**config.mk**
```make
export PLATFORM = sky130hd
export DESIGN_NAME = hazard_ctrl
export DESIGN_NICKNAME = d
export VERILOG_FILES = /design/src/rtl/hazard_ctrl_pkg.sv /design/src/rtl/hazard_sb_entry.sv /design/src/rtl/hazard_ctrl.sv
export SDC_FILE = /design/constraint.sdc
export NUM_CORES = 1
export LEC_CHECK = 0
export CAP_MARGIN = 10
export CORE_MARGIN = 4
export CORE_UTILIZATION = 43
export DETAILED_ROUTE_END_ITERATION = 6
export HOLD_SLACK_MARGIN = 0.06
export PLACE_DENSITY_LB_ADDON = 0.2
export RECOVER_POWER = 100
export SYNTH_ARGS = -nofsm -noshare
export SYNTH_HDL_FRONTEND = slang
export SYNTH_SLANG_ARGS = --single-unit
```
**constraint.sdc**
```tcl
create_clock -name clk_i -period 4.1 [get_ports clk_i]
set_input_delay 1.025 -clock clk_i [delete_from_list [all_inputs] [get_ports clk_i]]
set_output_delay 1.025 -clock clk_i [all_outputs]
set_load 0.05 [all_outputs]
```
**src/rtl/hazard_ctrl_pkg.sv**
```systemverilog
// Shared types for the hazard/interlock controller.
// Scoreboard entries mirror the EX/MEM/WB destination-register state.
package hazard_ctrl_pkg;

    localparam int SB_REG_AW = 5;

    typedef struct packed {
        logic                 valid;
        logic [SB_REG_AW-1:0] rd;
        logic                 regwrite;
        logic                 memread;
    } sb_entry_t;

    localparam logic [SB_REG_AW-1:0] REG_ZERO = '0;

    localparam sb_entry_t SB_BUBBLE = '{
        valid:    1'b0,
        rd:       '0,
        regwrite: 1'b0,
        memread:  1'b0
    };

endpackage

```
**src/rtl/hazard_sb_entry.sv**
```systemverilog
// One scoreboard stage register with hold, clear and load.
// Clear wins over hold so a stopped CPU always restarts empty.
module hazard_sb_entry
    import hazard_ctrl_pkg::*;
(
    input  logic      clk_i,
    input  logic      rst_i,
    input  logic      clr_i,
    input  logic      hold_i,
    input  sb_entry_t d_i,
    output sb_entry_t q_o
);

    always_ff @(posedge clk_i) begin
        if (!rst_i || clr_i) begin
            q_o <= SB_BUBBLE;
        end else if (!hold_i) begin
            q_o <= d_i;
        end
    end

endmodule

```
**src/rtl/hazard_ctrl.sv**
```systemverilog
// Pipeline hazard/interlock controller with private EX/MEM/WB scoreboard,
// memory-busy freeze and a saturating stall-cycle counter.
module hazard_ctrl
    import hazard_ctrl_pkg::*;
#(
    parameter bit FORWARDING = 1'b1,
    parameter int REG_AW     = SB_REG_AW,
    parameter int CNT_W      = 32
) (
    input  logic              clk_i,
    input  logic              rst_i,
    input  logic              start_i,
    input  logic              id_valid_i,
    input  logic [REG_AW-1:0] id_rs_i,
    input  logic [REG_AW-1:0] id_rt_i,
    input  logic              id_rs_used_i,
    input  logic              id_rt_used_i,
    input  logic [REG_AW-1:0] id_rd_i,
    input  logic              id_regwrite_i,
    input  logic              id_memread_i,
    input  logic              mem_busy_i,
    output logic              hazard_o,
    output logic              ifid_hold_o,
    output logic              idex_bubble_o,
    output logic              freeze_o,
    output logic [CNT_W-1:0]  stall_cnt_o
);

    sb_entry_t sb_ex;
    sb_entry_t sb_mem;
    sb_entry_t sb_wb_unused;
    sb_entry_t ex_d;

    logic hit_ex;
    logic hit_mem;
    logic stall;
    logic freeze;
    logic clr;

    function automatic logic src_hit(
        input sb_entry_t         e,
        input logic [REG_AW-1:0] rs,
        input logic [REG_AW-1:0] rt,
        input logic              rs_used,
        input logic              rt_used
    );
        return e.valid && e.regwrite && (e.rd != REG_ZERO) &&
               ((rs_used && (rs == e.rd)) || (rt_used && (rt == e.rd)));
    endfunction

    assign hit_ex  = src_hit(sb_ex, id_rs_i, id_rt_i,
                             id_rs_used_i, id_rt_used_i);
    assign hit_mem = src_hit(sb_mem, id_rs_i, id_rt_i,
                             id_rs_used_i, id_rt_used_i);

    always_comb begin
        stall = 1'b0;
        if (FORWARDING) begin
            stall = start_i && id_valid_i && hit_ex && sb_ex.memread;
        end else begin
            stall = start_i && id_valid_i && (hit_ex || hit_mem);
        end
    end

    assign freeze = mem_busy_i && start_i;
    assign clr    = !start_i;

    always_comb begin
        ex_d = SB_BUBBLE;
        if (id_valid_i && !stall) begin
            ex_d.valid    = 1'b1;
            ex_d.rd       = id_rd_i;
            ex_d.regwrite = id_regwrite_i;
            ex_d.memread  = id_memread_i;
        end
    end

    hazard_sb_entry u_sb_ex (
        .clk_i  (clk_i),
        .rst_i  (rst_i),
        .clr_i  (clr),
        .hold_i (freeze),
        .d_i    (ex_d),
        .q_o    (sb_ex)
    );

    hazard_sb_entry u_sb_mem (
        .clk_i  (clk_i),
        .rst_i  (rst_i),
        .clr_i  (clr),
        .hold_i (freeze),
        .d_i    (sb_ex),
        .q_o    (sb_mem)
    );

    // WB is tracked for completeness; register file write-first hides it.
    hazard_sb_entry u_sb_wb (
        .clk_i  (clk_i),
        .rst_i  (rst_i),
        .clr_i  (clr),
        .hold_i (freeze),
        .d_i    (sb_mem),
        .q_o    (sb_wb_unused)
    );

    assign hazard_o      = start_i && (stall || freeze);
    assign ifid_hold_o   = start_i && (stall || freeze);
    assign idex_bubble_o = start_i && stall && !freeze;
    assign freeze_o      = freeze;

    always_ff @(posedge clk_i) begin
        if (!rst_i) begin
            stall_cnt_o <= '0;
        end else if (start_i && stall && !freeze && (stall_cnt_o != '1)) begin
            stall_cnt_o <= stall_cnt_o + CNT_W'(1);
        end
    end

endmodule

```
==> summary.txt <==
Outcome
  – Status: finished, final reports clean

Clock tree
  – Number of clock sinks: 40
  – Post-cts hold buffer count: 0
  – Clock root buffer: sky130_fd_sc_hd__clkbuf_8
  – TritonCTS clock tree: yes
  – Gates resized, CTS repair: 0
  – Number of setup buffers added after CTS: 0
  – Clock-pin slew reported for the worst setup and hold paths after clock tree synthesis: about 70 ps
  – Total number of H-tree levels: 2
  – Clock latency reported for the late side of the worst-skew pair: 290 ps
  – Number of buffers on the longest clock path: 2
  – TritonCTS Buffers: 5

Final layout
  – Final core utilization: 60.3%
  – Growth of design area from synthesis to finish: 33.6%
  – Layout Cell Area excl Fill: 0.00289 mm2
  – Total area of multi-input combinational cells: 0.00127 mm2
  – Post-layout instance count excluding filler cells: between 300 and 400
  – Register area: 801 um2
  – Number of nets in the finished design: 339
  – Final-layout fill cell count: 459
  – Antenna cell count: 0
  – Share of final-layout standard cells stronger than drive strength 1: 5.45%

Floorplan
  – Placement Rows: 25
  – Core area: 0.00479 mm2
  – Die span in y: 78.9 um
  – Horiz. Die Dim: 78.9 um
  – Die outline area: 0.00622 mm2
  – Top-level port count: 60
  – Starting density of the core: around 45%

Yosys
  – Biggest area consumer among synthesized cells: sky130_fd_sc_hd__dfxtp_1
  – Count of flip-flops with a built-in enable after synthesis: 0
  – Mean cell area of the mapped netlist: 8.51 um2
  – Most repeated cell in the gate-level netlist after synthesis: sky130_fd_sc_hd__dfxtp_1
  – Post-synth top cells: sky130_fd_sc_hd__dfxtp_1 (40), sky130_fd_sc_hd__nand2_1 (34), sky130_fd_sc_hd__a21oi_1 (15)
  – Top-area cell type share of the netlist area: a little under two fifths
  – Seq cells post-synth: 40
  – Area of the mapped netlist: about 0.0022 mm2
  – Biggest area contributors in the synthesized netlist: sky130_fd_sc_hd__dfxtp_1 (37%), sky130_fd_sc_hd__nand2_1 (5.9%), sky130_fd_sc_hd__mux2i_1 (5.1%)
  – Net count after synthesis: between 200 and 300
  – Gate count after technology mapping: 254
  – Syn. warnings: 0
  – Top_reg_cell synth: sky130_fd_sc_hd__dfxtp_1
  – Fraction of the yosys area taken by sequential cells: 37.1%
  – Library cells used by synthesis: 44
  – Fraction of registers with async set or reset after synthesis: 0%

STA
  – Final setup skew: roughly 4.3 ps
  – Worst hold slack after final layout: 499 ps
  – Transition time at the pin with the least slew margin: ~560 ps
  – Minimum period implied by the final worst setup slack: ~3800 ps
  – Final period util: 92.3%
  – Setup repair after global routing missed its margin: false
  – Highest clock rate: 264 MHz
  – Final hold violation count: 0
  – Count of pins over their slew limit: 0
  – Sum Neg Setup Slack: 0 ps
  – Max transition margin: between 60% and 70%
  – Setup violators final: 0
  – Worst setup slack after layout: 316 ps

Routing
  – DRC violations left: 0
  – Final wirelength: 5330 um
  – Routed vias/inst: 5.58
  – Detailed-route wire length per cell: 14.1 um
  – Number of iterations in the first detailed-routing pass: 4
  – Post-detailed-route count of antenna-violating nets: 0
  – Number of DRC markers after the initial detailed-route iteration: between 100 and 150
  – Detailed-route via count: 2114

Setup path
  – Crit path required time: 3070 ps
  – Register-to-Register Path Depth: 7
  – Worst-path cell with the longest stage delay: sky130_fd_sc_hd__dlygate4sd3_1
  – Crit path launch: id_rt_i[3]
  – Cells along the critical path: dlygate4sd3_1, xnor2_1, nand4_1, o22ai_1, nand2b_1, o21ai_1, buf_12
  – Bufs and invs on worst path: 2
  – CP endpoint kind: primary output
  – Startpoint kind of the worst setup timing path: primary input
  – Largest fanout on the critical path: 2
  – Number of logic stages on the critical path including buffering: 7
  – Max stage delay on crit path: 550 ps
  – Dominant delay contributor by cell family on the critical path: buffers and inverters
  – Critical Path AT: 2760 ps
  – Critical setup path kind: in2out
  – Launch instance of the worst register-to-register path: u_sb_ex.q_o[4]

Pwr
  – Leakage power summed over all cells: about 1.0 nW
  – Largest voltage drop on the vdd net: roughly 230 uV
  – Power Total: 692 uW
  – Cell area power density: 240 mW/mm2

Hold path
  – Launch point of the worst hold path: stall_cnt_o[27]
  – Tightest Hold Check Type: reg2reg
  – Hold Crit Depth: 2

Global route
  – Global Route met1 Usage: 23.3%
  – Wire length of the first global-routing pass: roughly 9100 um
  – GR Util met2: roughly 30%
  – GRT Util Overall: 18.1%
  – Pin count of the biggest net entering global routing: 30
  – Most Used Layer, Global Route: met2
  – Via count of the first global-routing pass: about 2000
  – Total congestion overflow after global routing: 0
  – Global routing usage on met3: 3.74%
  – Antenna violations before repair: 0

Placed design
  – Final weighted congestion in routability-driven placement: ~0.85
  – Placement Setup Slack: 445 ps
  – Count of input and output buffers: between 50 and 60
  – Area of placed instances: 0.00284 mm2
  – Dpl hpwl: 4040 um
  – Post-placement cell count: roughly 370

Flow run
  – Number of maximum-capacitance violations: 0
-- worst min-delay path, cell delays in order (launching register included) --
cell                      delay [ps]
sky130_fd_sc_hd__dfxtp_1         330
sky130_fd_sc_hd__nand2_1          60
sky130_fd_sc_hd__mux2i_1          60
-- cells by family (layout without fill, tap and decap cells) --
| kind of cell | Yosys count | count (layout) | share of synthesized area, % |
|---|---|---|---|
| XOR/XNOR | 13 | 13 | 5.27 |
| flip-flops | 40 | 40 | 37.1 |
| AND/OR/NAND/NOR | 125 | 125 | 32.8 |
| adder cells (fa/ha/maj) | 1 | 1 | 0.579 |
| AO/OA/AOI/OAI | 48 | 48 | 15.6 |
| multiplexers | 11 | 11 | 5.10 |
| buffers and inverters | 16 | 74 | 3.53 |
-- cell usage in the layout, fill, tap and decap left out, types with 2 or more instances in the layout --
| cell type | Yosys | routed |
|---|---|---|
| sky130_fd_sc_hd__nand2_1 | 34 | 34 |
| sky130_fd_sc_hd__and3_1 | 3 | 3 |
| sky130_fd_sc_hd__nor2_1 | 13 | 13 |
| sky130_fd_sc_hd__a21oi_1 | 15 | 15 |
| sky130_fd_sc_hd__inv_1 | 7 | 7 |
| sky130_fd_sc_hd__or2_2 | 2 | 2 |
| sky130_fd_sc_hd__clkbuf_8 | 0 | 5 |
| sky130_fd_sc_hd__o41ai_1 | 2 | 2 |
| sky130_fd_sc_hd__a22o_1 | 7 | 7 |
| sky130_fd_sc_hd__and2_1 | 3 | 2 |
| sky130_fd_sc_hd__or4_1 | 11 | 11 |
| sky130_fd_sc_hd__clkdlybuf4s50_1 | 0 | 21 |
| sky130_fd_sc_hd__dfxtp_1 | 40 | 40 |
| sky130_fd_sc_hd__nor3_1 | 2 | 2 |
| sky130_fd_sc_hd__o31ai_1 | 10 | 10 |
| sky130_fd_sc_hd__or3_1 | 3 | 3 |
| sky130_fd_sc_hd__nand4_1 | 12 | 12 |
| sky130_fd_sc_hd__xor2_1 | 2 | 2 |
| sky130_fd_sc_hd__o311ai_0 | 2 | 2 |
| sky130_fd_sc_hd__xnor2_1 | 11 | 11 |
| sky130_fd_sc_hd__o21ai_1 | 2 | 3 |
| sky130_fd_sc_hd__and4_1 | 2 | 2 |
| sky130_fd_sc_hd__buf_12 | 0 | 3 |
| sky130_fd_sc_hd__dlygate4sd3_1 | 0 | 35 |
| sky130_fd_sc_hd__mux2i_1 | 11 | 11 |
| sky130_fd_sc_hd__o21ai_0 | 3 | 2 |
| sky130_fd_sc_hd__nand3_1 | 14 | 14 |
| sky130_fd_sc_hd__nor4_1 | 8 | 8 |
| sky130_fd_sc_hd__nand2b_1 | 10 | 10 |
| sky130_fd_sc_hd__clkbuf_1 | 5 | 2 |
| sky130_fd_sc_hd__nor3_2 | 2 | 2 |
-- final cells by class --
type | count | area share [%]
clock buffer | 5 | 2.38
multi-input combinational | 198 | 44.0
tap | 67 | 2.90
timing repair buffer | 62 | 22.0
sequential | 40 | 27.7
inverter | 7 | 0.910
-- path summary, 6_finish.rpt --
| kind | endpoint | slack (ps) |
|---|---|---|
| worst max register to register | stall_cnt_o[17] | 1520 |
| worst min register to register | stall_cnt_o[27] | 500 |
| worst max-delay path | ifid_hold_o | 320 |
| worst min-delay path | stall_cnt_o[27] | 500 |
-- routing by layer --
layer / routed length (um) / up-vias / part of all wire (%)
met3: 194 / 7 / 3.6
met1: 2560 / 988 / 48
met5: 0 / - / 0
met2: 2500 / 47 / 47
met4: 76 / 0 / 1.4
li1: - / 1072 / -
-- power breakdown --
part | internal, mW | total (mW) | switching (mW)
clock network | 0.110 | 0.238 | 0.129
logic | 0.0335 | 0.0613 | 0.0278
registers | 0.390 | 0.392 | 0.00205
total | 0.533 | 0.692 | 0.158
-- sequential cells by signal, indices dropped and copies added, names as in the netlist --
name         count
stall_cnt_o     32
u_sb_ex.q_o      8
Note: power is estimated with default switching activity, not from simulation.
